File: src/rtl/led_chaser.sv
// Self-timed LED sequencer: prescaled position stepping
// shown as a running dot (up/down/bounce) or a fill bar.
module led_chaser #(
  parameter int N_LED = 6,
  parameter int DIV   = 25_000_000
) (
  input  logic                     clk,
  input  logic                     rst,
  input  logic                     en,
  input  logic [1:0]               mode,
  output logic [N_LED-1:0]         led_light,
  output logic [$clog2(N_LED)-1:0] pos,
  output logic                     wrap
);

  localparam int PW = $clog2(N_LED);
  localparam int CW = (DIV > 1) ? $clog2(DIV) : 1;
  localparam logic [PW-1:0] TOP  = PW'(N_LED - 1);
  localparam logic [CW-1:0] CMAX = CW'(DIV - 1);

  typedef enum logic {
    UP   = 1'b0,
    DOWN = 1'b1
  } dir_t;

  logic [CW-1:0] cnt;
  dir_t          dir;
  logic          tick;

  assign tick = en && (cnt == CMAX);

  // Prescaler, position, bounce direction and end-of-pass pulse
  always_ff @(posedge clk) begin
    if (rst) begin
      cnt  <= '0;
      pos  <= '0;
      dir  <= UP;
      wrap <= 1'b0;
    end else begin
      wrap <= 1'b0;
      if (mode != 2'b10)
        dir <= UP;
      if (en)
        cnt <= tick ? '0 : cnt + 1'b1;
      if (tick) begin
        case (mode)
          2'b01: begin
            if (pos == '0) begin
              pos  <= TOP;
              wrap <= 1'b1;
            end else begin
              pos <= pos - 1'b1;
            end
          end
          2'b10: begin
            if (dir == UP) begin
              if (pos == TOP) begin
                dir  <= DOWN;
                pos  <= TOP - 1'b1;
                wrap <= 1'b1;
              end else begin
                pos <= pos + 1'b1;
              end
            end else begin
              if (pos == '0) begin
                dir  <= UP;
                pos  <= PW'(1);
                wrap <= 1'b1;
              end else begin
                pos <= pos - 1'b1;
              end
            end
          end
          default: begin
            if (pos == TOP) begin
              pos  <= '0;
              wrap <= 1'b1;
            end else begin
              pos <= pos + 1'b1;
            end
          end
        endcase
      end
    end
  end

  // Dot or thermometer view of the current position
  always_comb begin
    led_light = '0;
    for (int i = 0; i < N_LED; i++) begin
      if (mode == 2'b11)
        led_light[i] = (i <= int'(pos));
      else
        led_light[i] = (i == int'(pos));
    end
  end

endmodule

File: config.mk
export PLATFORM = sky130hd
export DESIGN_NAME = led_chaser
export DESIGN_NICKNAME = d
export VERILOG_FILES = /design/src/rtl/led_chaser.sv
export SDC_FILE = /design/constraint.sdc
export NUM_CORES = 1
export LEC_CHECK = 0
export ABC_AREA = 1
export CORE_MARGIN = 2
export CORE_UTILIZATION = 35
export DETAILED_ROUTE_END_ITERATION = 12
export DONT_BUFFER_PORTS = 1
export MAX_ROUTING_LAYER = met4
export PLACE_DENSITY = 0.53
export SYNTH_ARGS = -nofsm -noshare
export SYNTH_HDL_FRONTEND = slang
export SYNTH_SLANG_ARGS = --single-unit
File: constraint.sdc
create_clock -name clk -period 4.1 [get_ports clk]
set_clock_uncertainty 0.15 [all_clocks]
set_input_delay 1.025 -clock clk [delete_from_list [all_inputs] [get_ports clk]]
set_output_delay 1.025 -clock clk [all_outputs]
set_load 0.1 [all_outputs]
* Word-level counts from Yosys, hierarchy flattened
Cells that the tools add are included.
** Word-level totals
- Bits in read-only memories :: 0
- Word-level logic and storage cells :: 51
- Memory bits (writable) :: 0
- Register bits after elaboration :: 30
- Latch bits :: 0
- Memories :: 0
** Operators by class
- Div/mod/pow operators :: 0
- Muxes and demuxes :: 23
- Multiply operators :: 0
- Add/subtract/negate cells :: 3
- Reduce and logical (&&, ||, !) cells :: 4
- Bitwise logic cells :: 1
- Shifts and indexed selects :: 0
- Equality and inequality tests :: 11
- $lt $le $gt $ge :: 5
** Operator list (count)
- adder 25 x 1 -> 25 bit, second input constant :: 1
- equality test 25 bit, second input constant :: 1
- 2-to-1 mux 25 bit :: 1
- 2-to-1 mux 1 bit :: 15
- 2-to-1 mux 3 bit :: 5
- equality test 3 bit, first input constant :: 4
- less-or-equal comparator 2 x 3 -> 1 bit, first input constant :: 2
- less-or-equal comparator 3 bit, first input constant :: 2
- zero test 3 bit :: 2
- case mux 3 bit (2 select lines) :: 1
- equality test 2 bit, second input constant :: 2
- adder 3 x 1 -> 3 bit, second input constant :: 1
- equality test 2 x 3 -> 1 bit, first input constant :: 1
- equality test 3 bit, second input constant :: 1
- less-or-equal comparator 1 x 3 -> 1 bit, first input constant :: 1
- subtractor 3 x 1 -> 3 bit, second input constant :: 1
- equality test 2 x 1 -> 1 bit, second input constant :: 1
- inequality test 2 bit, second input constant :: 1
- case mux 1 bit (2 select lines) :: 1
- OR reduction 2 bit :: 1
- logical AND 1 bit :: 1
- NOT 1 bit :: 1

* Logic depth before layout (Yosys ltp)
- Depth after elaboration :: 6
- Mapped depth :: 11

* Worst setup path after synthesis
Ideal clock, no wire load.
- Path kind :: input to output
- Start point :: input mode[0]
- End point :: output led_light[5]
- Slack :: -0.556 ns
- Buffers on the path :: 0
- Stages :: 3
- Arrival :: 3.481 ns
- Path through :: ha_1 nand2_1 o21ai_0
** On the way
- Cells in the longest elaborated chain, start to end :: 2
** RTL lines
- start: declaration :: line 10 : input logic [1:0] mode,
- equality test 2 bit :: line 91 : if (mode == 2'b11)
- 2-to-1 mux 1 bit :: line 91
- end: declaration :: line 11 : output logic [N_LED-1:0] led_light,
No other way between the ends.

* Worst setup path after layout
- Start point :: input mode[0]
- End point :: output led_light[4]
The elaborated chain is that of the path after synthesis.

==> run summary <==
- **launching element type of the critical path** input port
- **TritonCTS clock tree** yes
- **setup slack of the worst register-to-register path** 2160 ps
- **overall routed net length** 4360 µm
- **power density over the cells** 255 nW/µm²
- **global-route wire length before repair** 7610 µm
- **count of buffers added by post-CTS timing repair for setup** 0
- **die boundary width** 79.6 µm
- **endpoint required time on the critical path** 2920 ps
- **residual overflow from global routing** 0
- **achievable clock frequency** 332 MHz
- **minimum hold slack** 375 ps
- **number of detailed-routing iterations run before antenna repair** 4
- **number of max-slew violations in the final report** 0
- **Buffers on Ports** 0
- **most used flip-flop cell after synthesis** dfxtp_1
- **Layout Area Growth over Synthesis** 12.0%
- **initial antenna violation count** 0
- **vias in the first global route** 1766
- **number of cells upsized or downsized after cts** 0
- **Worst Hold Depth** 2
- **dominant combinational cell family by area after synthesis** simple AND/OR/NAND/NOR gates
- **setup repair after global routing missed its margin** false
- **Chip Height** 79.6 µm
- **per-cell via count in the routed design** 4.69
- **highest-count cells in the layout ignoring fill and taps** nand2_1, nor2_1, inv_1
- **clock latency at the later pin of the worst-skew pair** 280 ps
- **clock net sink count** 30
- **mapped cell area** 2000 µm²
- **cell count of the worst reg-to-reg path** 10
- **count of yosys warnings during synthesis** 0
- **DRC violations left** 0
- **DR iter-0 viols** 66
- **final setup violation count** 0
- **final worst-path cycle share** 73.4%
- **post-synthesis simple-gate area fraction** 45.2%
- **Mapped Cells** 311
- **total chip power** 0.000571 W
- **mean routed wirelength per cell** 10.9 µm
- **Max Root-Sink Buffers** 2
- **share of the synthesized area in the top cell type** 30.1%
- **DRT antenna net count** 0
- **Max Cap Violations** 0
- **post-synthesis cell type with the largest combined area** dfxtp_1
- **leakage power summed over all cells** 1.05 nW
- **count of flip-flops with a built-in enable after synthesis** 0
- **CTS HTree Levels** 2
- **HP Class** flop to flop
- **Worst VDD drop** 0.119 mV
- **final layout net count** 340
- **core region area** 5510 µm²
- **FF+latch count, synth** 30
- **result of the run** finished, final reports clean
- **minimum clock period after layout** 3010 ps
- **ratio of cells with drive above 1 in the final layout** 12.3%
- **I/O pin cnt** 15
- **area used by sequential logic in the layout** 601 µm²
- **Rows** 27
- **starting density of the core** 36.3%
- **compound-cell area share of the yosys netlist** 5.82%
- **Via Count** 1866
- **area of the die** 6330 µm²
- **mean cell area of the mapped netlist** 6.42 µm²
- **fraction of registers with async set or reset after synthesis** 0%
- **clk root buf** clkbuf_8
- **HPWL after detailed placement** 3350 µm
- **hold_buf cts** 0
- **final sum of negative setup slack** 0 ps
- **syn nets** 326
- **clock input transition at the sequential cells of the worst setup and hold paths** 60 ps
- **most common library cell in the layout ignoring fill and taps** nand2_1
- **Multi-input gate area** 1200 µm²
- **FILL cells** 578
- **Final Hold Fails** 0
- **area of all placed cells without fillers** 2240 µm²
- **adder-cell share of the synthesized area** 6.26%
- **Antenna Diode Count** 0
- **sequential-to-total area share from yosys stat** 30.1%
- **Placement Cell Area** 2150 µm²
- **crit path capture type** output pin
- **xor/xnor cell area share of the yosys netlist** 2.19%
- **relative slew slack** 37.1%
- **leading cell types by total area after synthesis** dfxtp_1, nand2_1, nor2_1, inv_1, nand3_1
- **clock buffer count from CTS** 5
- **gp weighted congestion** 0.814
- **multiplexer share of the synthesized area** 0%
- **overall track demand over capacity in global routing** 15.4%
- **critical path peak fanout** 4
- **data arrival time of the critical path** 1840 ps
- **actual slew at the worst max-slew pin** 942 ps
- **worst setup path class** input port to output pin
- **largest net degree at the start of global routing** 15
- **Unique masters post-synth** 32
==> path summary, 6_finish.rpt <==
check                             start           end
worst min-delay path             cnt[9]        cnt[9]
worst max register to register   pos[0]        pos[1]
worst min register to register   cnt[9]        cnt[9]
worst max-delay path            mode[0]  led_light[4]
==> cells by family (layout without fill, tap and decap cells) <==
logic type,count (synthesis),after routing
buffers and inverters,52,67
xor gates and xnor gates,5,5
and+or+nand+nor,193,193
AOI/OAI and AO/OA,21,21
adders and majority gates,10,10
DFF,30,30
==> synthesized netlist by cell type, types with 2 or more instances <==
cell / n
nand2_1: 73
nor2_2: 4
inv_1: 45
a21oi_1: 8
inv_2: 3
xor2_1: 4
or2_2: 2
dfxtp_1: 30
nor2_4: 3
nand4_1: 10
nor3b_1: 2
nand3_1: 30
o21ai_0: 9
nor2_1: 53
nor3_1: 7
nand2_2: 3
ha_1: 10
==> per-layer routing <==
metal,vias up,global-route usage (%),share of wire [%]
met2,19,25.0,46
met3,5,3.39,3.0
met4,0,4.14,1.2
met1,833,19.3,50
li1,1009,-,-
met5,-,-,0
==> stage by stage <==
stage / instances / utilization (%) / setup slack [ps]
after detailed placement: 390 / 39.0 / 1100
final: 398 / 40.6 / 1090
after global routing: 398 / 40.6 / 1000
after floorplan: 311 / - / 108
after CTS: 398 / 40.6 / 1100
after global placement: 390 / 39.0 / 1120
==> critical path: stages <==
cell and delay, ps:
ha_1 200, o21ai_0 160, a21oi_2 150, buf_4 300
==> state kept, by name, summed over array words and instances, names as in the netlist <==
signal and count:
cnt 25, wrap 1, pos 3, dir 1
==> power breakdown <==
part           switching [W]  internal (W)  total (W)
logic              0.0000170    0.00000910  0.0000261
clock network       0.000114      0.000135   0.000250
registers         0.00000205      0.000293   0.000295
total               0.000133      0.000438   0.000571
==> area by class of cell <==
class / instances / share of cell area (%)
clock buffers: 7 / 3.86
clock inverters: 1 / 0.224
inverters: 50 / 8.61
multi-input cells: 229 / 53.4
flip-flops and latches: 30 / 26.8
well taps: 72 / 4.02
repair buffers: 9 / 3.02
Power figures use the tool's default switching activity.
